`src/rtl/instruction_fetch_register.sv`:
```
// Instruction register: assembles NUM_BYTES bytes of BYTE_W bits from a byte stream into one instruction.
// Latency: a byte is registered at its transfer edge; o_ir_valid rises the cycle after the completing byte.
// Backpressure: o_iready comes from registered state only. It is low while a complete instruction waits for i_consume.
//
// Optional macro IR_PREFETCH_EN: adds a shadow buffer. The shadow keeps accepting bytes while a complete
// instruction waits, so the next instruction can be handed over with no o_ir_valid gap.
//
// Ports:
//   i_clock      rising-edge clock
//   i_reset      asynchronous active-low reset
//   i_i          fetched byte
//   i_ivalid     i_i is valid this cycle
//   o_iready     block can accept a byte
//   i_mode       0 = sequential placement (lowest empty slot), 1 = indexed placement (i_byte_sel)
//   i_byte_sel   target byte index when i_mode = 1
//   i_consume    decoder has taken the instruction
//   i_flush      discard the partial or complete instruction (highest priority)
//   o_ir_out     assembled instruction; byte 0 is least significant
//   o_ir_valid   o_ir_out holds a complete instruction
//   o_byte_count number of distinct bytes loaded in the primary buffer
module instruction_fetch_register #(
  parameter  int BYTE_W    = 8,
  parameter  int NUM_BYTES = 2,
  localparam int IDX_W     = $clog2(NUM_BYTES)
) (
  input  logic                        i_clock,
  input  logic                        i_reset,
  input  logic [BYTE_W-1:0]           i_i,
  input  logic                        i_ivalid,
  output logic                        o_iready,
  input  logic                        i_mode,
  input  logic [IDX_W-1:0]            i_byte_sel,
  input  logic                        i_consume,
  input  logic                        i_flush,
  output logic [BYTE_W*NUM_BYTES-1:0] o_ir_out,
  output logic                        o_ir_valid,
  output logic [IDX_W:0]              o_byte_count
);

  typedef enum logic {ST_FILL = 1'b0, ST_FULL = 1'b1} state_t;

  localparam logic [NUM_BYTES-1:0] ALL_ONES = '1;
  localparam logic [IDX_W:0]       CNT_FULL = (IDX_W+1)'(NUM_BYTES);

  // One bit per encodable i_byte_sel value. A bit is set when that index is a real byte slot.
  function automatic logic [(1<<IDX_W)-1:0] idx_valid_vec();
    logic [(1<<IDX_W)-1:0] v;
    v = '0;
    for (int k = 0; k < NUM_BYTES; k++) v[k] = 1'b1;
    return v;
  endfunction

  localparam logic [(1<<IDX_W)-1:0] IDX_OK = idx_valid_vec();

  function automatic logic [IDX_W:0] popcount(input logic [NUM_BYTES-1:0] m);
    logic [IDX_W:0] c;
    c = '0;
    for (int k = 0; k < NUM_BYTES; k++) c = c + {{IDX_W{1'b0}}, m[k]};
    return c;
  endfunction

  state_t                           r_state;
  logic [NUM_BYTES-1:0][BYTE_W-1:0] r_ir;
  logic [NUM_BYTES-1:0]             r_mask;
  logic                             r_valid;
  logic [IDX_W:0]                   r_count;

`ifdef IR_PREFETCH_EN
  logic [NUM_BYTES-1:0][BYTE_W-1:0] r_sh;
  logic [NUM_BYTES-1:0]             r_sh_mask;
`endif

  logic                 w_iready;
  logic [NUM_BYTES-1:0] w_tgt_mask;   // mask that governs placement in the current state
  logic                 w_seq_hit;
  logic [IDX_W-1:0]     w_seq_idx;
  logic [IDX_W-1:0]     w_idx;
  logic                 w_idx_ok;
  logic                 w_wr;
  logic [NUM_BYTES-1:0] w_onehot;
  logic [NUM_BYTES-1:0] w_mask_nxt;

`ifdef IR_PREFETCH_EN
  // While FULL, bytes go to the shadow, so the shadow mask drives ready and placement.
  assign w_iready   = (r_state == ST_FILL) || (r_sh_mask != ALL_ONES);
  assign w_tgt_mask = (r_state == ST_FULL) ? r_sh_mask : r_mask;
`else
  assign w_iready   = (r_state == ST_FILL);
  assign w_tgt_mask = r_mask;
`endif

  always_comb begin
    w_seq_hit = 1'b0;
    w_seq_idx = '0;
    // Scan downward so that the last match is the lowest empty slot.
    for (int k = NUM_BYTES - 1; k >= 0; k--) begin
      if (!w_tgt_mask[k]) begin
        w_seq_hit = 1'b1;
        w_seq_idx = IDX_W'(k);
      end
    end
    if (i_mode) begin
      w_idx    = i_byte_sel;
      w_idx_ok = IDX_OK[i_byte_sel];
    end else begin
      w_idx    = w_seq_idx;
      w_idx_ok = w_seq_hit;
    end
    // An out-of-range index is still accepted (ready is unaffected) but writes nothing.
    w_wr     = i_ivalid && w_iready && w_idx_ok;
    w_onehot = '0;
    for (int k = 0; k < NUM_BYTES; k++) begin
      w_onehot[k] = w_wr && (w_idx == IDX_W'(k));
    end
    w_mask_nxt = w_tgt_mask | w_onehot;
  end

  always_ff @(posedge i_clock or negedge i_reset) begin
    if (!i_reset) begin
      r_state   <= ST_FILL;
      r_ir      <= '0;
      r_mask    <= '0;
      r_valid   <= 1'b0;
      r_count   <= '0;
`ifdef IR_PREFETCH_EN
      r_sh      <= '0;
      r_sh_mask <= '0;
`endif
    end else if (i_flush) begin
      // The instruction bytes are left in place; only the bookkeeping is cleared.
      r_state   <= ST_FILL;
      r_mask    <= '0;
      r_valid   <= 1'b0;
      r_count   <= '0;
`ifdef IR_PREFETCH_EN
      r_sh_mask <= '0;
`endif
    end else begin
      case (r_state)
        ST_FILL: begin
          if (w_wr) begin
            for (int k = 0; k < NUM_BYTES; k++) begin
              if (w_onehot[k]) r_ir[k] <= i_i;
            end
            r_mask  <= w_mask_nxt;
            r_count <= popcount(w_mask_nxt);
            if (w_mask_nxt == ALL_ONES) begin
              r_state <= ST_FULL;
              r_valid <= 1'b1;
            end
          end
        end
        ST_FULL: begin
`ifdef IR_PREFETCH_EN
          if (i_consume) begin
            // Hand over the shadow. A byte arriving at this same edge is merged in.
            for (int k = 0; k < NUM_BYTES; k++) begin
              if (w_mask_nxt[k]) r_ir[k] <= w_onehot[k] ? i_i : r_sh[k];
            end
            r_mask    <= w_mask_nxt;
            r_count   <= popcount(w_mask_nxt);
            r_sh_mask <= '0;
            if (w_mask_nxt != ALL_ONES) begin
              r_state <= ST_FILL;
              r_valid <= 1'b0;
            end
          end else if (w_wr) begin
            for (int k = 0; k < NUM_BYTES; k++) begin
              if (w_onehot[k]) r_sh[k] <= i_i;
            end
            r_sh_mask <= w_mask_nxt;
          end
`else
          if (i_consume) begin
            r_state <= ST_FILL;
            r_valid <= 1'b0;
            r_mask  <= '0;
            r_count <= '0;
          end
`endif
        end
        default: r_state <= ST_FILL;
      endcase
    end
  end

  assign o_iready     = w_iready;
  assign o_ir_out     = r_ir;
  assign o_ir_valid   = r_valid;
  assign o_byte_count = r_count;

endmodule

```
`config.mk`:
```
export PLATFORM = sky130hd
export DESIGN_NAME = instruction_fetch_register
export DESIGN_NICKNAME = d
export VERILOG_FILES = /design/src/rtl/instruction_fetch_register.sv
export SDC_FILE = /design/constraint.sdc
export NUM_CORES = 1
export LEC_CHECK = 0
export CORE_ASPECT_RATIO = 0.75
export CORE_MARGIN = 4
export CORE_UTILIZATION = 30
export CTS_CLUSTER_DIAMETER = 120
export DETAILED_ROUTE_END_ITERATION = 12
export PLACE_DENSITY = 0.65
export SLEW_MARGIN = 20
export SYNTH_ARGS = -nofsm -noshare
export SYNTH_HDL_FRONTEND = slang
export SYNTH_SLANG_ARGS = --single-unit
```
`constraint.sdc`:
```
create_clock -name i_clock -period 2.2 [get_ports i_clock]
set_input_delay 0.22 -clock i_clock [delete_from_list [all_inputs] [get_ports i_clock]]
set_output_delay 0.22 -clock i_clock [all_outputs]
set_load 0.1 [all_outputs]
```
### Word level (Yosys, flattened, before mapping)

Cells that the tools add are included.

| storage, ports and cells | value |
|---|---|
| flip-flop bits (word level) | 22 |
| bits of input ports | 15 |
| output and inout bits | 20 |
| logic and storage cells | 47 |

| operators by class | value |
|---|---|
| add/sub/neg operators | 1 |
| magnitude comparators | 1 |
| eq/ne operators | 4 |
| muxes and demuxes | 23 |
| bitwise gates (word level) | 4 |
| reduce and logical (&&, ||, !) cells | 8 |

Operators by type and width:

| kind | number |
|---|---|
| $mux W1 | 14 |
| $mux W2 | 5 |
| $pmux W2 S2 | 2 |
| $reduce_and A4 Y1 | 2 |
| $ne A3 B2 Y1 const B | 2 |
| $logic_and A1 B1 Y1 | 4 |
| $pmux W1 S2 | 2 |
| $ne A3 B3 Y1 const B | 1 |
| $not A1 Y1 | 3 |
| $reduce_and A3 Y1 | 1 |
| $add A1 B1 Y2 | 1 |
| $eq A2 B2 Y1 const B | 1 |
| $lt A1 B2 Y1 const B | 1 |
| $or A2 B2 Y2 | 1 |
| $reduce_and A2 Y1 | 1 |

### Depth between registers and ports, before layout

Gate-level depths: netlist of the first run.

| depth | value |
|---|---|
| word-level depth | 11 |
| depth in mapped cells | 5 |
| depth with buffers taken out | 5 |

### Worst setup path after synthesis of the first run

Ideal clock, no wire load.

| timing | value |
|---|---|
| path type | flip-flop to flip-flop |
| start point | register r_mask[1] |
| end point | register r_ir, in the netlist o_ir_out[10] |
| library setup time | 0.125 ns |
| data arrival time | 1.592 ns |
| data required time | 2.075 ns |
| slack | 0.483 ns |
| stages on the path, launching flop included | 5 |
| path buffers | 1 |
| clock period less this slack | 1.717 ns |
| cells stage by stage | dfrtp_1 or3b_1 a2111o_1 buf_6 mux2_4 |

| on the way | value |
|---|---|
| longest elaborated chain between the ends | 6 |
| elaborated cells on any way between the ends | 8 |
| classes of those cells | mux (5); reduce/logical (3) |

Ends and longest elaborated chain:

| item | line | RTL |
|---|---|---|
| from (decl) | 64 | `logic [NUM_BYTES-1:0] r_mask;` |
| from (signal assigned) | 145 | `r_mask <= w_mask_nxt;` |
| $mux W1 * | 97 | `if (!w_tgt_mask[k]) begin` |
| $mux W1 | 97 |  |
| $mux W1 | 102 | `if (i_mode) begin` |
| $logic_and A1 B1 Y1 | 110 | `w_wr = i_ivalid && w_iready && w_idx_ok;` |
| $logic_and A1 B1 Y1 | 113 | `w_onehot[k] = w_wr && (w_idx == IDX_W'(k));` |
| $reduce_and A4 Y1 (no source line) * | -- |  |
| to (signal, indexed assignment) | 143 | `if (w_onehot[k]) r_ir[k] <= i_i;` |
| to (decl) | 63 | `logic [NUM_BYTES-1:0][BYTE_W-1:0] r_ir;` |

Mark *: on every way between the ends. The rest lies on a longest branch, timed or not.
A chain may end at the register's enable or synchronous reset.

### Final worst setup path of the first run

| timing | value |
|---|---|
| start point | register r_mask[0] |
| end point | register r_ir, in the netlist o_ir_out[9] |

| on the way | value |
|---|---|
| longest elaborated chain between the ends | 5 |
| elaborated cells on any way between the ends | 7 |
| classes of those cells | mux (4); reduce/logical (3) |

Ends and longest elaborated chain:

| item | line |
|---|---|
| $mux W1 | 97 |
| $mux W1 | 102 |
| $logic_and A1 B1 Y1 | 110 |
| $logic_and A1 B1 Y1 | 113 |
| $reduce_and A4 Y1 (no source line) * | -- |

Marks and branches as above.

==> results by group, run 1 <==
Layout
  • Final nets: around 130
  • FF+latch area: 550.5 um2
  • Share of layout cells above drive strength 1: 41.67%
  • Multi-input logic area: between 400 and 500 um2
  • Final instance area: around 1400 um2
  • Syn-to-layout area delta: 39.95%
  • Ant diodes: 0
  • Fillers: 281
  • Post-layout util: between 40% and 50%

Power and ir drop
  • Worst VDD drop: just under 0.6 mV
  • Power Density: roughly 1200 nW/um2
  • LEAKAGE: approximately 0.64 nW
  • Pwr Total: 0.001643 W

Route
  • Routed Antenna Nets: 0
  • Drt pass-1 iters: 4
  • Via-to-Cell Ratio: 4.938
  • DRT Wirelength: about 2100 um
  • DRC Markers: 0
  • DR vias: approximately 700
  • Iter 0 DRT Violations: 67
  • WL/cell: roughly 15 um

Clocking
  • Root Buffer: clkbuf_8
  • H-tree depth: 1
  • # hold bufs at CTS: 0
  • Worst-path clk slew: 0.07 ns
  • CTS tree: built
  • Clk_lat worst skew: 0.25 ns
  • Num CTS Buffers: 3
  • Maximum buffer depth of the clock tree: 2
  • Post-CTS Resized: 0
  • Postcts setup bufs: 0
  • CTS sink cnt: 22

Floorplan
  • # IOs: 35
  • Starting Density: about a third
  • Core area: 3020 um2
  • FP Rows: 17
  • Die area: 4244 um2
  • Die X: 73.90 um
  • Chip Height: 57.43 um

Placed design
  • Dpl hpwl: roughly 1700 um
  • Port bufs: 34
  • Pre-CTS WS: roughly 0.008 ns
  • Area after DPL: ~1300 um2
  • RePlAce Congestion: 0.8716

Yosys
  • Post-synth EDFFs: 0
  • Area leader, netlist: dfrtp_1
  • Register area share after synthesis: between 50% and 60%
  • Yosys reg bits: 22
  • Cell Area, Synth: 977.2 um2
  • Syn. warnings: 0
  • Ys async rst share: 100.0%
  • Synth Flop Type: dfrtp_1
  • Top cells by area, synth: dfrtp_1 (56%), mux2_4 (12%), mux2_2 (9.2%), a21oi_1 (2.0%), o2111ai_2 (1.5%)
  • Synth top area share: roughly 56%
  • Synth top cells by count: dfrtp_1 (22), mux2_2 (8), mux2_4 (8)
  • Avg Cell Area, Syn: between 10 and 15 um2
  • Post-Syn Instances: slightly below 70
  • Mapped Nets: 85
  • Most frequent cell after synthesis: dfrtp_1
  • Synth cell types: 24

Global routing
  • Initial antenna violation count: 0
  • First-pass GRT wire length: approximately 3500 um
  • Vias in the first global route: around 740
  • Total congestion overflow: 0
  • Largest net degree at the start of global routing: 23
  • Gr usage total: 10.90%

Hold path
  • HP Class: in -> async

Timing
  • Final hold vios: 0
  • Fmax: just over 500 MHz
  • Slew @ Worst Pin: 0.4841 ns
  • Post-route minimum period: roughly 1.9 ns
  • Setup ws final: 0.2663 ns
  • Tcrit/Tclk final: 87.89%
  • Unrepaired setup endpoints after global routing: false
  • Worst Skew: around 0.00083 ns
  • Final setup viols: 0
  • Setup TNS: 0 ns
  • Slew margin rel.: between 60 and 70%
  • Slew Viols, Final: 0

Critical path
  • Required time worst endpoint: ~2.3 ns
  • Flop-to-flop setup slack: about 0.27 ns
  • Worst R2R Start: r_mask[0]
  • Worst R2R Path Depth: 3
  • CP arrival: about 2.1 ns
  • Setup crit start kind: register
  • CP endpoint kind: register
  • Worst r2r dst: o_ir_out[9]
  • CP max FO: 8
  • Crit path kind: reg -> reg

Status
  • Status: finished, final reports clean

Flow run
  • Max_cap viols: 0
[cell families after synthesis]
kind of cell             after synthesis  synth area share [%]
flip-flops                            22                 56.34
multiplexers                          17                 22.54
AND/OR/NAND/NOR                       13                 7.811
AO/OA/AOI/OAI                         12                 9.731
buffers and inverters                  4                 2.305
adder cells (fa/ha/maj)                1                 1.280
[flip-flops by register name, summed over array words and instances (netlist names)]
signal / flops
r_mask: 2
r_state: 1
o_byte_count: 2
o_ir_valid: 1
o_ir_out: 16
[per-stage QoR]
stage	cells	hold WS, ns
final	146	0.3103
after global routing	146	0.3307
after CTS	146	0.3152
after detailed placement	143	0.4947
after global placement	143	0.4890
after floorplan	69	-0.07559
[layout by cell type, fill, tap and decap left out, drive strengths merged]
cell type / netlist / layout
nand2: 3 / 3
a21oi: 4 / 4
inv: 3 / 3
or3b: 1 / 1
and3b: 1 / 1
and3: 1 / 1
o21bai: 1 / 1
nand2b: 2 / 2
a21o: 1 / 1
o2111ai: 1 / 1
dfrtp: 22 / 22
nand3b: 1 / 1
nor2b: 1 / 1
a2111o: 1 / 1
mux2i: 1 / 1
nand3: 2 / 2
o211ai: 2 / 2
a32oi: 1 / 1
clkbuf: 0 / 3
nor2: 1 / 1
clkdlybuf4s50: 0 / 14
mux2: 16 / 16
buf: 1 / 23
ha: 1 / 1
a22o: 1 / 1
[per-layer routing]
layer,part of all wire (%),vias to the layer above,track usage [%]
met5,0,-,0
met4,1.7,0,4.651
met3,7.0,2,4.225
met2,47,23,16.67
met1,44,364,13.64
li1,-,332,-
[worst max path at each step]
stage / depth (start not counted) / startpoint / end
3_3_place_gp: 4 / i_mode / o_ir_out[11]
4_1_cts: 3 / r_mask[0] / o_ir_out[9]
2_1_floorplan: 4 / r_mask[1] / o_ir_out[10]
6_report: 3 / r_mask[0] / o_ir_out[9]
5_1_grt: 3 / r_mask[0] / o_ir_out[10]
3_5_place_dp: 4 / i_mode / o_ir_out[11]
[critical path: stages, from the launching register on]
cell,delay [ns]
dfrtp_1,0.44
or3b_1,0.37
a2111o_1,0.63
mux2_4,0.38
[layout make-up]
class | instances | area share (%)
clock buffer | 3 | 3.019
inverter | 3 | 0.8234
multi-input combinational | 43 | 29.55
sequential | 22 | 40.26
tap | 38 | 3.477
timing repair buffer | 37 | 22.87
[power breakdown]
group | internal [W] | switching [W]
sequential | 0.000483 | 0.0000461
clock | 0.000122 | 0.000115
combinational | 0.000214 | 0.000664
total | 0.000819 | 0.000824
Note: power is estimated with default switching activity, not from simulation.
==> run 2: changes to the inputs <==
--- a/config.mk
+++ b/config.mk
@@ -7,10 +7,10 @@
 export LEC_CHECK = 0
 export CORE_ASPECT_RATIO = 0.75
 export CORE_MARGIN = 4
-export CORE_UTILIZATION = 30
+export CORE_UTILIZATION = 43
 export CTS_CLUSTER_DIAMETER = 120
 export DETAILED_ROUTE_END_ITERATION = 12
-export PLACE_DENSITY = 0.65
+export PLACE_DENSITY = 0.85
 export SLEW_MARGIN = 20
 export SYNTH_ARGS = -nofsm -noshare
 export SYNTH_HDL_FRONTEND = slang
==> run 2 against run 1 <==
  * Maximum frequency decreased by 0.37%
  * Via count decreased by 0.83%
  * Total power grew 4.5%
  * Critical endpoint unchanged
  * Highest routed layer unchanged
==> results by group, run 2 (synthesized netlist as in run 1, its figures left out) <==
Status
  • Status: finished, final reports clean (unchanged)

Route
  • Via-to-Cell Ratio: 5.417 (was 4.938)
  • DRC Markers: 0 (unchanged)
  • Drt pass-1 iters: 4 (unchanged)
  • DR vias: 715 (was 721)
  • WL/cell: 16.06 um (was 14.65 um)
  • DRT Wirelength: 2120 um (was 2139 um)
  • Routed Antenna Nets: 0 (unchanged)
  • Iter 0 DRT Violations: 7 (was 67)

Clocking
  • Worst-path clk slew: 0.13 ns (was 0.07 ns)
  • Clk_lat worst skew: 0.31 ns (was 0.25 ns)
  • CTS sink cnt: 22 (unchanged)
  • Root Buffer: clkbuf_4 (was clkbuf_8)
  • Postcts setup bufs: 0 (unchanged)
  • Num CTS Buffers: 3 (unchanged)
  • Post-CTS Resized: 0 (unchanged)
  • CTS tree: built (unchanged)
  • Maximum buffer depth of the clock tree: 2 (unchanged)
  • # hold bufs at CTS: 0 (unchanged)
  • H-tree depth: 1 (unchanged)

Global routing
  • First-pass GRT wire length: 3608 um (was 3512 um)
  • Initial antenna violation count: 0 (unchanged)
  • Largest net degree at the start of global routing: 23 (unchanged)
  • Gr usage total: 14.69% (was 10.90%)
  • Vias in the first global route: 819 (was 744)
  • Total congestion overflow: 0 (unchanged)

Power and ir drop
  • Cell Int Power: 0.0008794 W (was 0.0008189 W)
  • Worst VDD drop: 0.8275 mV (was 0.5938 mV)
  • Sw Ratio: 48.81% (was 50.16%)
  • Sw Pwr: 0.0008385 W (was 0.0008243 W)
  • Combinational share of power: 50.9% (was 53.4%)
  • Reg power frac: 30.9% (was 32.2%)
  • Power Density: 1269 nW/um2 (was 1202 nW/um2)
  • Clock share of power: 18.2% (was 14.4%)
  • LEAKAGE: 0.6470 nW (was 0.6450 nW)

Timing
  • Final hold vios: 0 (unchanged)
  • Unrepaired setup endpoints after global routing: false (unchanged)
  • Fmax: 515.2 MHz (was 517.2 MHz)
  • Setup TNS: 0 ns (unchanged)
  • Slew @ Worst Pin: 0.5291 ns (was 0.4841 ns)
  • Worst Skew: 0.01156 ns (was 0.0008255 ns)
  • Final setup viols: 0 (unchanged)
  • Tcrit/Tclk final: 88.22% (was 87.89%)
  • Slew margin rel.: 64.73% (was 67.73%)
  • Slew Viols, Final: 0 (unchanged)
  • Post-route minimum period: 1.941 ns (was 1.934 ns)

Critical path
  • CP arrival: 2.15 ns (was 2.07 ns)
  • CP endpoint kind: register (unchanged)
  • Worst-path cell chain: or3b_1 -> a2111o_1 -> mux2_4 (unchanged)
  • Critical path launch point: r_mask[0] (unchanged)
  • CP max FO: 8 (unchanged)
  • Worst R2R Start: r_mask[0] (unchanged)
  • Setup crit start kind: register (unchanged)
  • Slowest cell on crit path: a2111o_1 (unchanged)
  • Slowest stage delay, CP: 0.62 ns (was 0.63 ns)
  • Required time worst endpoint: 2.40 ns (was 2.34 ns)
  • Crit path kind: reg -> reg (unchanged)

Floorplan
  • Die area: 3107 um2 (was 4244 um2)
  • Chip Height: 49.29 um (was 57.43 um)
  • Core area: 2085 um2 (was 3020 um2)
  • # IOs: 35 (unchanged)
  • Starting Density: 46.88% (was 32.35%)
  • Die X: 63.05 um (was 73.90 um)
  • FP Rows: 14 (was 17)

Layout
  • Final nets: 125 (was 126)
  • Syn-to-layout area delta: 38.54% (was 39.95%)
  • Non-filler cells, final: 132 (was 146)
  • Most frequent cells in the layout: dfrtp_1 (22), buf_4 (22), clkdlybuf4s50_1 (14) (was buf_4 (23), dfrtp_1 (22), clkdlybuf4s50_1 (14))
  • Ant diodes: 0 (unchanged)
  • Max FFs per register: 16 (unchanged)
  • Share of layout cells above drive strength 1: 41.67% (unchanged)

Flow run
  • Max_cap viols: 0 (unchanged)

Placed design
  • Port bufs: 34 (unchanged)
  • Placed cells: 128 (was 143)
  • RePlAce Congestion: 0.8014 (was 0.8716)
  • Dpl hpwl: 1632 um (was 1684 um)

Hold path
  • HP Class: in -> async (unchanged)
[run 2: cell count changes in the layout (fill, tap and decap cells not counted), sizes merged]
cell,change
buf,-1
bufinv,+1
[run 2: worst paths after layout]
check,end,slack (ns),depth (start not counted)
setup / recovery,o_ir_out[9],0.26,3
hold / removal,r_mask[0],0.24,2
setup reg to reg,o_ir_out[9],0.26,3
hold reg to reg,o_ir_out[0],0.53,1
max in group asynchronous,o_ir_out[0],1.73,2
min in group i_clock,o_ir_out[0],0.53,1
[run 2: metrics by stage]
stage               hold WS [ns]  area (um2)  setup WS [ns]  util, %  power, W
global placement          0.4914        1301        0.09520    62.43  0.001408
detailed placement        0.4982        1301        0.06210    62.43  0.001418
CTS                       0.2406        1354         0.2691    64.95  0.001731
floorplan               -0.07559       977.2         0.4827        -  0.001216
global route              0.2432        1354         0.2058    64.95  0.001776
finish                    0.2375        1354         0.2591    64.95  0.001718
[run 2: area by class of cell]
| type | count | area, um2 |
|---|---|---|
| clock buffer | 3 | 22.52 |
| inverter | 3 | 11.26 |
| timing repair buffer | 36 | 305.3 |
| tap | 24 | 30.03 |
| sequential | 22 | 550.5 |
| fill | 154 | 730.7 |
| multi-input combinational | 43 | 404.1 |
| clock inverter | 1 | 30.03 |
[run 2: power groups by stage]
stage / clock network (W) / logic, W / registers [W]
after global placement: 0 / 0.000872 / 0.000536
after detailed placement: 0 / 0.000881 / 0.000537
after CTS: 0.000319 / 0.000880 / 0.000532
after global routing: 0.000335 / 0.000899 / 0.000542
after floorplan: 0 / 0.000128 / 0.00109
final: 0.000312 / 0.000875 / 0.000531
[run 2: layer usage]
metal | wire, um | vias up | track usage, %
met5 | 0 | - | 0
met4 | 8 | 0 | 3.663
met3 | 126 | 2 | 5.760
met2 | 1026 | 30 | 25.39
met1 | 958 | 351 | 17.00
li1 | - | 332 | -
[run 2: worst max-delay path, delay by kind of cell, from the launching register on]
| family | cells | cell delay, ns |
|---|---|---|
| mux | 1 | 0.36 |
| simple gates | 1 | 0.38 |
| flops | 1 | 0.47 |
| compound gates | 1 | 0.62 |
